**src/rtl/proc_pkg.sv**
```systemverilog
// Shared definitions for the parameterised accumulator-style core:
// opcode and step encodings, instruction field offsets, control bundle.
package proc_pkg;

    // Opcodes 10-15 are reserved and execute as a one-step NOP.
    typedef enum logic [3:0] {
        OP_LOAD = 4'd0,
        OP_MOV  = 4'd1,
        OP_ADD  = 4'd2,
        OP_SUB  = 4'd3,
        OP_AND  = 4'd4,
        OP_OR   = 4'd5,
        OP_XOR  = 4'd6,
        OP_NOT  = 4'd7,
        OP_SHL  = 4'd8,
        OP_SHR  = 4'd9
    } op_e;

    // T0 is idle/fetch; T1..T3 are execute steps.
    typedef enum logic [1:0] {
        STEP_T0 = 2'd0,
        STEP_T1 = 2'd1,
        STEP_T2 = 2'd2,
        STEP_T3 = 2'd3
    } step_e;

    // Datapath load strobes produced by the sequencer each cycle.
    typedef struct packed {
        logic ld_ir;
        logic ld_a;
        logic ld_g;
        logic ld_flags;
        logic we;
    } ctrl_t;

    // Instruction layout: OP in the low nibble, RX above it, RY above RX.
    localparam int OP_LSB   = 0;
    localparam int OP_WIDTH = 4;
    localparam int RX_LSB   = 4;

    function automatic int ry_lsb(input int aw);
        return RX_LSB + aw;
    endfunction

    // Number of low IR bits that carry meaning; anything above is ignored.
    function automatic int ir_used(input int aw);
        return RX_LSB + 2 * aw;
    endfunction

    // ALU class: three execute steps through A and G.
    function automatic logic is_alu(input logic [3:0] op);
        return (op >= 4'(OP_ADD)) && (op <= 4'(OP_SHR));
    endfunction

endpackage

```
**src/rtl/proc_core_param_regfile.sv**
```systemverilog
// Register file: NREG x W, one synchronous write port, two combinational
// read ports. A write and a read of the same entry in one cycle returns the
// old contents until the clock edge.
module regfile_param #(
    parameter int W    = 10,
    parameter int NREG = 4,
    localparam int AW  = $clog2(NREG)
) (
    input  logic          clk,
    input  logic          rst,
    input  logic          we,
    input  logic [AW-1:0] waddr,
    input  logic [W-1:0]  wdata,
    input  logic [AW-1:0] raddr_a,
    input  logic [AW-1:0] raddr_b,
    output logic [W-1:0]  rdata_a,
    output logic [W-1:0]  rdata_b
);

    logic [W-1:0] mem [NREG];

    // Reset clears every entry and wins over a same-cycle write.
    always_ff @(posedge clk) begin
        if (rst) begin
            for (int i = 0; i < NREG; i++) begin
                mem[i] <= '0;
            end
        end else if (we) begin
            mem[waddr] <= wdata;
        end
    end

    assign rdata_a = mem[raddr_a];
    assign rdata_b = mem[raddr_b];

endmodule

```
**src/rtl/proc_core_param.sv**
```systemverilog
// Multi-cycle register-machine core. A four-step sequencer (T0..T3) fetches
// an instruction word from Data on Start, then executes LOAD/MOV in one step
// or an ALU op through the A and G registers in three steps. Bus is a plain
// mux of the one active source each step.
module proc_core_param
    import proc_pkg::*;
#(
    parameter int W    = 10,
    parameter int NREG = 4
) (
    input  logic                    CLKb,
    input  logic                    RST,
    input  logic [W-1:0]            Data,
    input  logic                    Start,
    input  logic [$clog2(NREG)-1:0] PeekA,
    output logic [W-1:0]            PeekQ,
    output logic [W-1:0]            Bus,
    output logic [1:0]              T,
    output logic                    Busy,
    output logic                    Done,
    output logic                    Zf,
    output logic                    Cf
);

    localparam int AW      = $clog2(NREG);
    localparam int RY_LSB  = ry_lsb(AW);
    localparam int IR_USED = ir_used(AW);

    // Elaboration-time sanity of the parameter set.
    if (NREG < 2 || (1 << AW) != NREG) begin : g_bad_nreg
        $error("proc_core_param: NREG must be a power of two and at least 2");
    end
    if (W < IR_USED) begin : g_bad_w
        $error("proc_core_param: W too narrow for opcode and two register fields");
    end

    step_e          step_q, step_d;
    logic           busy_q, busy_d;
    logic [W-1:0]   ir_q, a_q, g_q;
    logic           g_carry_q;
    logic           zf_q, cf_q;

    logic [3:0]     op;
    logic [AW-1:0]  rx, ry;
    ctrl_t          ctrl;
    logic           sel_rx;
    logic           done;
    logic [W-1:0]   bus;
    logic [W-1:0]   wdata;
    logic [AW-1:0]  raddr_a;
    logic [W-1:0]   rf_a;
    logic [W-1:0]   alu_res;
    logic           alu_c;

    assign op = ir_q[OP_LSB +: OP_WIDTH];
    assign rx = ir_q[RX_LSB +: AW];
    assign ry = ir_q[RY_LSB +: AW];

    // High IR bits carry no meaning; keep them but mark them as unused.
    if (W > IR_USED) begin : g_ir_spare
        logic unused_ir_hi;
        assign unused_ir_hi = ^ir_q[W-1:IR_USED];
    end

    // Read port A serves R[RX] only at ALU-T1 (to load A); every other step
    // that needs a register wants R[RY]. Port B is dedicated to PeekA.
    assign sel_rx  = (step_q == STEP_T1) && is_alu(op);
    assign raddr_a = sel_rx ? rx : ry;

    regfile_param #(.W(W), .NREG(NREG)) u_rf (
        .clk     (CLKb),
        .rst     (RST),
        .we      (ctrl.we),
        .waddr   (rx),
        .wdata   (wdata),
        .raddr_a (raddr_a),
        .raddr_b (PeekA),
        .rdata_a (rf_a),
        .rdata_b (PeekQ)
    );

    // ALU: A op R[RY] at T2, with the carry/borrow/shifted-out bit alongside.
    always_comb begin
        alu_res = '0;
        alu_c   = 1'b0;
        case (op)
            OP_ADD: {alu_c, alu_res} = {1'b0, a_q} + {1'b0, rf_a};
            OP_SUB: {alu_c, alu_res} = {1'b0, a_q} - {1'b0, rf_a};
            OP_AND: alu_res = a_q & rf_a;
            OP_OR:  alu_res = a_q | rf_a;
            OP_XOR: alu_res = a_q ^ rf_a;
            OP_NOT: alu_res = ~a_q;
            OP_SHL: {alu_c, alu_res} = {a_q, 1'b0};
            OP_SHR: {alu_res, alu_c} = {1'b0, a_q};
            default: begin
                alu_res = '0;
                alu_c   = 1'b0;
            end
        endcase
    end

    // Sequencer next-state, bus source and datapath strobes for each step.
    always_comb begin
        step_d = step_q;
        busy_d = busy_q;
        ctrl   = '0;
        done   = 1'b0;
        bus    = '0;
        wdata  = '0;
        case (step_q)
            STEP_T0: begin
                bus = Data;
                if (Start) begin
                    ctrl.ld_ir = 1'b1;
                    busy_d     = 1'b1;
                    step_d     = STEP_T1;
                end
            end
            STEP_T1: begin
                if (op == 4'(OP_LOAD)) begin
                    bus     = Data;
                    wdata   = Data;
                    ctrl.we = 1'b1;
                    done    = 1'b1;
                end else if (op == 4'(OP_MOV)) begin
                    bus     = rf_a;
                    wdata   = rf_a;
                    ctrl.we = 1'b1;
                    done    = 1'b1;
                end else if (is_alu(op)) begin
                    bus       = rf_a;
                    ctrl.ld_a = 1'b1;
                end else begin
                    done = 1'b1;
                end
                if (done) begin
                    step_d = STEP_T0;
                    busy_d = 1'b0;
                end else begin
                    step_d = STEP_T2;
                end
            end
            STEP_T2: begin
                bus       = rf_a;
                ctrl.ld_g = 1'b1;
                step_d    = STEP_T3;
            end
            STEP_T3: begin
                bus           = g_q;
                wdata         = g_q;
                ctrl.we       = 1'b1;
                ctrl.ld_flags = 1'b1;
                done          = 1'b1;
                step_d        = STEP_T0;
                busy_d        = 1'b0;
            end
            default: begin
                step_d = STEP_T0;
                busy_d = 1'b0;
            end
        endcase
    end

    // Step and busy state; reset aborts any instruction in flight.
    always_ff @(posedge CLKb) begin
        if (RST) begin
            step_q <= STEP_T0;
            busy_q <= 1'b0;
        end else begin
            step_q <= step_d;
            busy_q <= busy_d;
        end
    end

    // Datapath registers: IR on fetch, A at ALU-T1, G at T2, flags at T3.
    always_ff @(posedge CLKb) begin
        if (RST) begin
            ir_q      <= '0;
            a_q       <= '0;
            g_q       <= '0;
            g_carry_q <= 1'b0;
            zf_q      <= 1'b0;
            cf_q      <= 1'b0;
        end else begin
            if (ctrl.ld_ir) ir_q <= Data;
            if (ctrl.ld_a)  a_q  <= rf_a;
            if (ctrl.ld_g) begin
                g_q       <= alu_res;
                g_carry_q <= alu_c;
            end
            if (ctrl.ld_flags) begin
                zf_q <= (g_q == '0);
                cf_q <= g_carry_q;
            end
        end
    end

    assign Bus  = bus;
    assign T    = step_q;
    assign Busy = busy_q;
    assign Done = done;
    assign Zf   = zf_q;
    assign Cf   = cf_q;

endmodule
```
**config.mk**
```make
export PLATFORM = sky130hd
export DESIGN_NAME = proc_core_param
export DESIGN_NICKNAME = d
export VERILOG_FILES = /design/src/rtl/proc_pkg.sv /design/src/rtl/proc_core_param_regfile.sv /design/src/rtl/proc_core_param.sv
export SDC_FILE = /design/constraint.sdc
export NUM_CORES = 1
export LEC_CHECK = 0
export BUFFER_PORTS_ARGS = -buffer_cell sky130_fd_sc_hd__buf_2
export CAP_MARGIN = 20
export CORE_MARGIN = 5
export CORE_UTILIZATION = 50
export DETAILED_ROUTE_END_ITERATION = 10
export GPL_TIMING_DRIVEN = 0
export PLACE_DENSITY = 0.71
export RECOVER_POWER = 50
export SKIP_LAST_GASP = 1
export SYNTH_ARGS = -nofsm -noshare
export SYNTH_HDL_FRONTEND = slang
export SYNTH_SLANG_ARGS = --single-unit
```
**constraint.sdc**
```tcl
create_clock -name CLKb -period 3.4 [get_ports CLKb]
set_input_delay 0.68 -clock CLKb [delete_from_list [all_inputs] [get_ports CLKb]]
set_output_delay 0.68 -clock CLKb [all_outputs]
set_load 0.03 [all_outputs]
```
==> impl_metrics.tcl <==
set metrics [dict create \
    drc 0 \
    synth.largest_area_cell "edfxtp_1" \
    ys_seq_area_share_pct 31.93 \
    via_count 5851 \
    row_count 39 \
    crit_arrival_ns 3.92 \
    ff2ff_setup_slack_ns -0.24 \
    critPathMaxFanout 5 \
    gp_congestion 0.9442 \
    design_area_sq_mm 0.007652 \
    fin_crit_ns 3.640 \
    setup.worst_path.start_class "register" \
    die_area_sq_mm 0.01406 \
    grt_antenna_before_repair 0 \
    cts.reportedPaths.clkPinSlew_ns 0.06 \
    port_buffers 38 \
    insertion_delay_ns 0.34 \
    design_power_total_mw 3.131 \
    drt_iter0_markers 516 \
    max_freq_mhz 274.7 \
    cts.sinks 74 \
    end_kind "register" \
    holdBufCountCts 0 \
    dp_cells 861 \
    worst_slew_pin_slew_ns 1.117 \
    route.antenna.remaining_nets 0 \
    fp.coreArea_sq_mm 0.01147 \
    dp.final_hpwl_microns 14030 \
    cap_violations 0 \
    syn_to_final_growth_pct 29.82 \
    grt_pass1_wl_microns 30790 \
    ys_top_cells_by_count "nor2_1, nand2_1, a21oi_1" \
    grt_usage_pct 27.15 \
    dieHeight_microns 118.6 \
    finalClockSkew_ns 0.005301 \
    ys.flop_type "edfxtp_1" \
    avgSynthCellArea_sq_um 8.668 \
    grt_max_degree 17 \
    status "finished, violations left" \
    nNetsFinal 815 \
    ir_worst_vdd_uv 413.4 \
    cts_max_level 3 \
    via_per_inst 6.395 \
    antenna_cells 0 \
    hp-class "register to register" \
    fin_setup_tns_ns -1.421 \
    setup_ws_ns -0.2398 \
    cp.required_ns 3.68 \
    numCtsBuffers 9 \
    yosysMostFrequentCell "nor2_1" \
    ios 41 \
    post-route-util_pct 66.73 \
    post-route-period-util_pct 107.1 \
    finalMaxSlewViolations 0 \
    synth_cells 680 \
    grt_pass1_vias 5875 \
    hold_violations 0 \
    fillCellCount 920 \
    setup_viol 13 \
    syn_area_sq_mm 0.005894 \
    yosys.area.top_type_share_pct 20.38 \
    cts_tree "built" \
    powerDensity_mw_per_mm2 409.2 \
    overflow 0 \
    placed_area_sq_mm 0.006320 \
    rsz0062_at_grt "yes" \
    yosysWarnings 0 \
    violations "negative setup slack" \
    post_drt_wl_per_cell_microns 21.57 \
    pre_cts_slack_ns -0.8774 \
    synth_seq_cells 74 \
    hold_ws_ns 0.4631 \
    synthesis.nets 728 \
    clockBufferDepth 2 \
    synth_edf_count 40 \
    drt_pass1_iterations 5 \
    drive_above_1_share_pct 27.59 \
    synthArstFlopShare_pct 0 \
    totalWireLength_microns 19740 \
    root_buffer "clkbuf_16" \
    yosys-top-cells-area "edfxtp_1, dfxtp_1, ha_1, nor2_1, mux2i_1" \
    die_w_microns 118.6 \
    synth.distinct_cells 74 \
    relSlewSlack_pct 25.16 \
    leakage_nw 2.749 \
    initial_core_util_pct 51.40 \
    instances_no_fill 915 \
    path_class "register to register" \
]
[power by group]
part / leakage (nW) / internal, mW / switching [mW]
registers: 0.692 / 0.978 / 0.0383
logic: 1.90 / 0.423 / 0.591
clock network: 0.159 / 0.715 / 0.386
total: 2.75 / 2.12 / 1.02
[final cells by class]
type	count	area [sq um]	share of cell area [%]
clock buffers	9	225.2	2.943
inverters	31	116.4	1.521
multi-input cells	527	4283	55.97
well taps	143	178.9	2.338
plain buffers	42	250.2	3.270
flip-flops and latches	74	1892	24.72
repair buffers	82	589.3	7.701
clock inverters	7	117.6	1.537
[what timing repair did]
action / 4_1_cts / 5_1_grt
pin swaps: 26 / 32
cloned: 1 / 0
endpoints found under the setup margin: 20 / 19
resized for setup: 93 / 62
buffers inserted: 28 / 16
[layout by cell type (no fill, tap or decap), types with 6 or more instances in the layout]
master	instances
nor3b_1	7
nor2b_1	6
and3_1	10
ha_4	7
dfxtp_1	30
a21boi_0	10
clkbuf_16	9
ha_1	19
a2111oi_0	9
nand2b_1	11
o22ai_1	7
nor2_1	79
nor3_1	11
clkbuf_1	25
nand2_1	51
mux4_2	12
edfxtp_1	40
o21a_1	15
buf_4	39
o22a_1	9
a21oi_1	38
buf_2	34
a22o_1	10
mux2i_4	12
o21ai_0	28
buf_6	12
nand3_1	17
a211o_1	10
mux2i_1	13
inv_1	26
and2_1	11
[critical path, stage by stage, from the launching register on]
cell and delay (ns):
dfxtp_2 0.33, buf_6 0.13, o21ai_4 0.22, nand4_1 0.23, nand2_4 0.17, buf_12 0.14, mux2i_4 0.26, mux2i_4 0.12
buf_4 0.15, buf_6 0.11, ha_4 0.16, fa_2 0.36, a21o_1 0.21, and4_4 0.21, nor3_1 0.25, nand2_1 0.10
a32o_2 0.31, o21ai_1 0.11
[state kept, by name (all words and copies together), names as in the netlist, named ones only]
name,count
g_q,10
T,1
Zf,1
g_carry_q,1
Cf,1
a_q,10
ir_q,8
u_rf.mem,40
Busy,1
[path summary, 6_finish.rpt]
kind,start,end,cells after the start
worst max-delay path,ir_q[2]$_SDFFE_PP0P_,g_q[6]$_SDFFE_PP0P_,17
worst min-delay path,Cf$_SDFFE_PP0N_,Cf$_SDFFE_PP0N_,2
worst max register to register,ir_q[2]$_SDFFE_PP0P_,g_q[6]$_SDFFE_PP0P_,17
worst min register to register,Cf$_SDFFE_PP0N_,Cf$_SDFFE_PP0N_,2
[cell families (layout without fill, tap and decap cells)]
group	Yosys count	in the layout	synth area share, %
AOI/OAI and AO/OA	200	200	23.82
muxes	41	41	9.531
DFF	74	74	31.93
and+or+nand+nor	247	247	20.85
adders and majority gates	33	33	7.260
xor gates and xnor gates	6	6	0.8915
buffers and inverters	79	171	5.731
[metal layers]
metal / up-vias / share of wire, % / track usage (%)
met5: - / 0 / 0
met4: 0 / 4.4 / 13.04
met3: 72 / 7.3 / 4.776
met2: 279 / 49 / 46.54
met1: 2797 / 39 / 32.94
li1: 2703 / - / -
(Power assumes the default switching activity.)
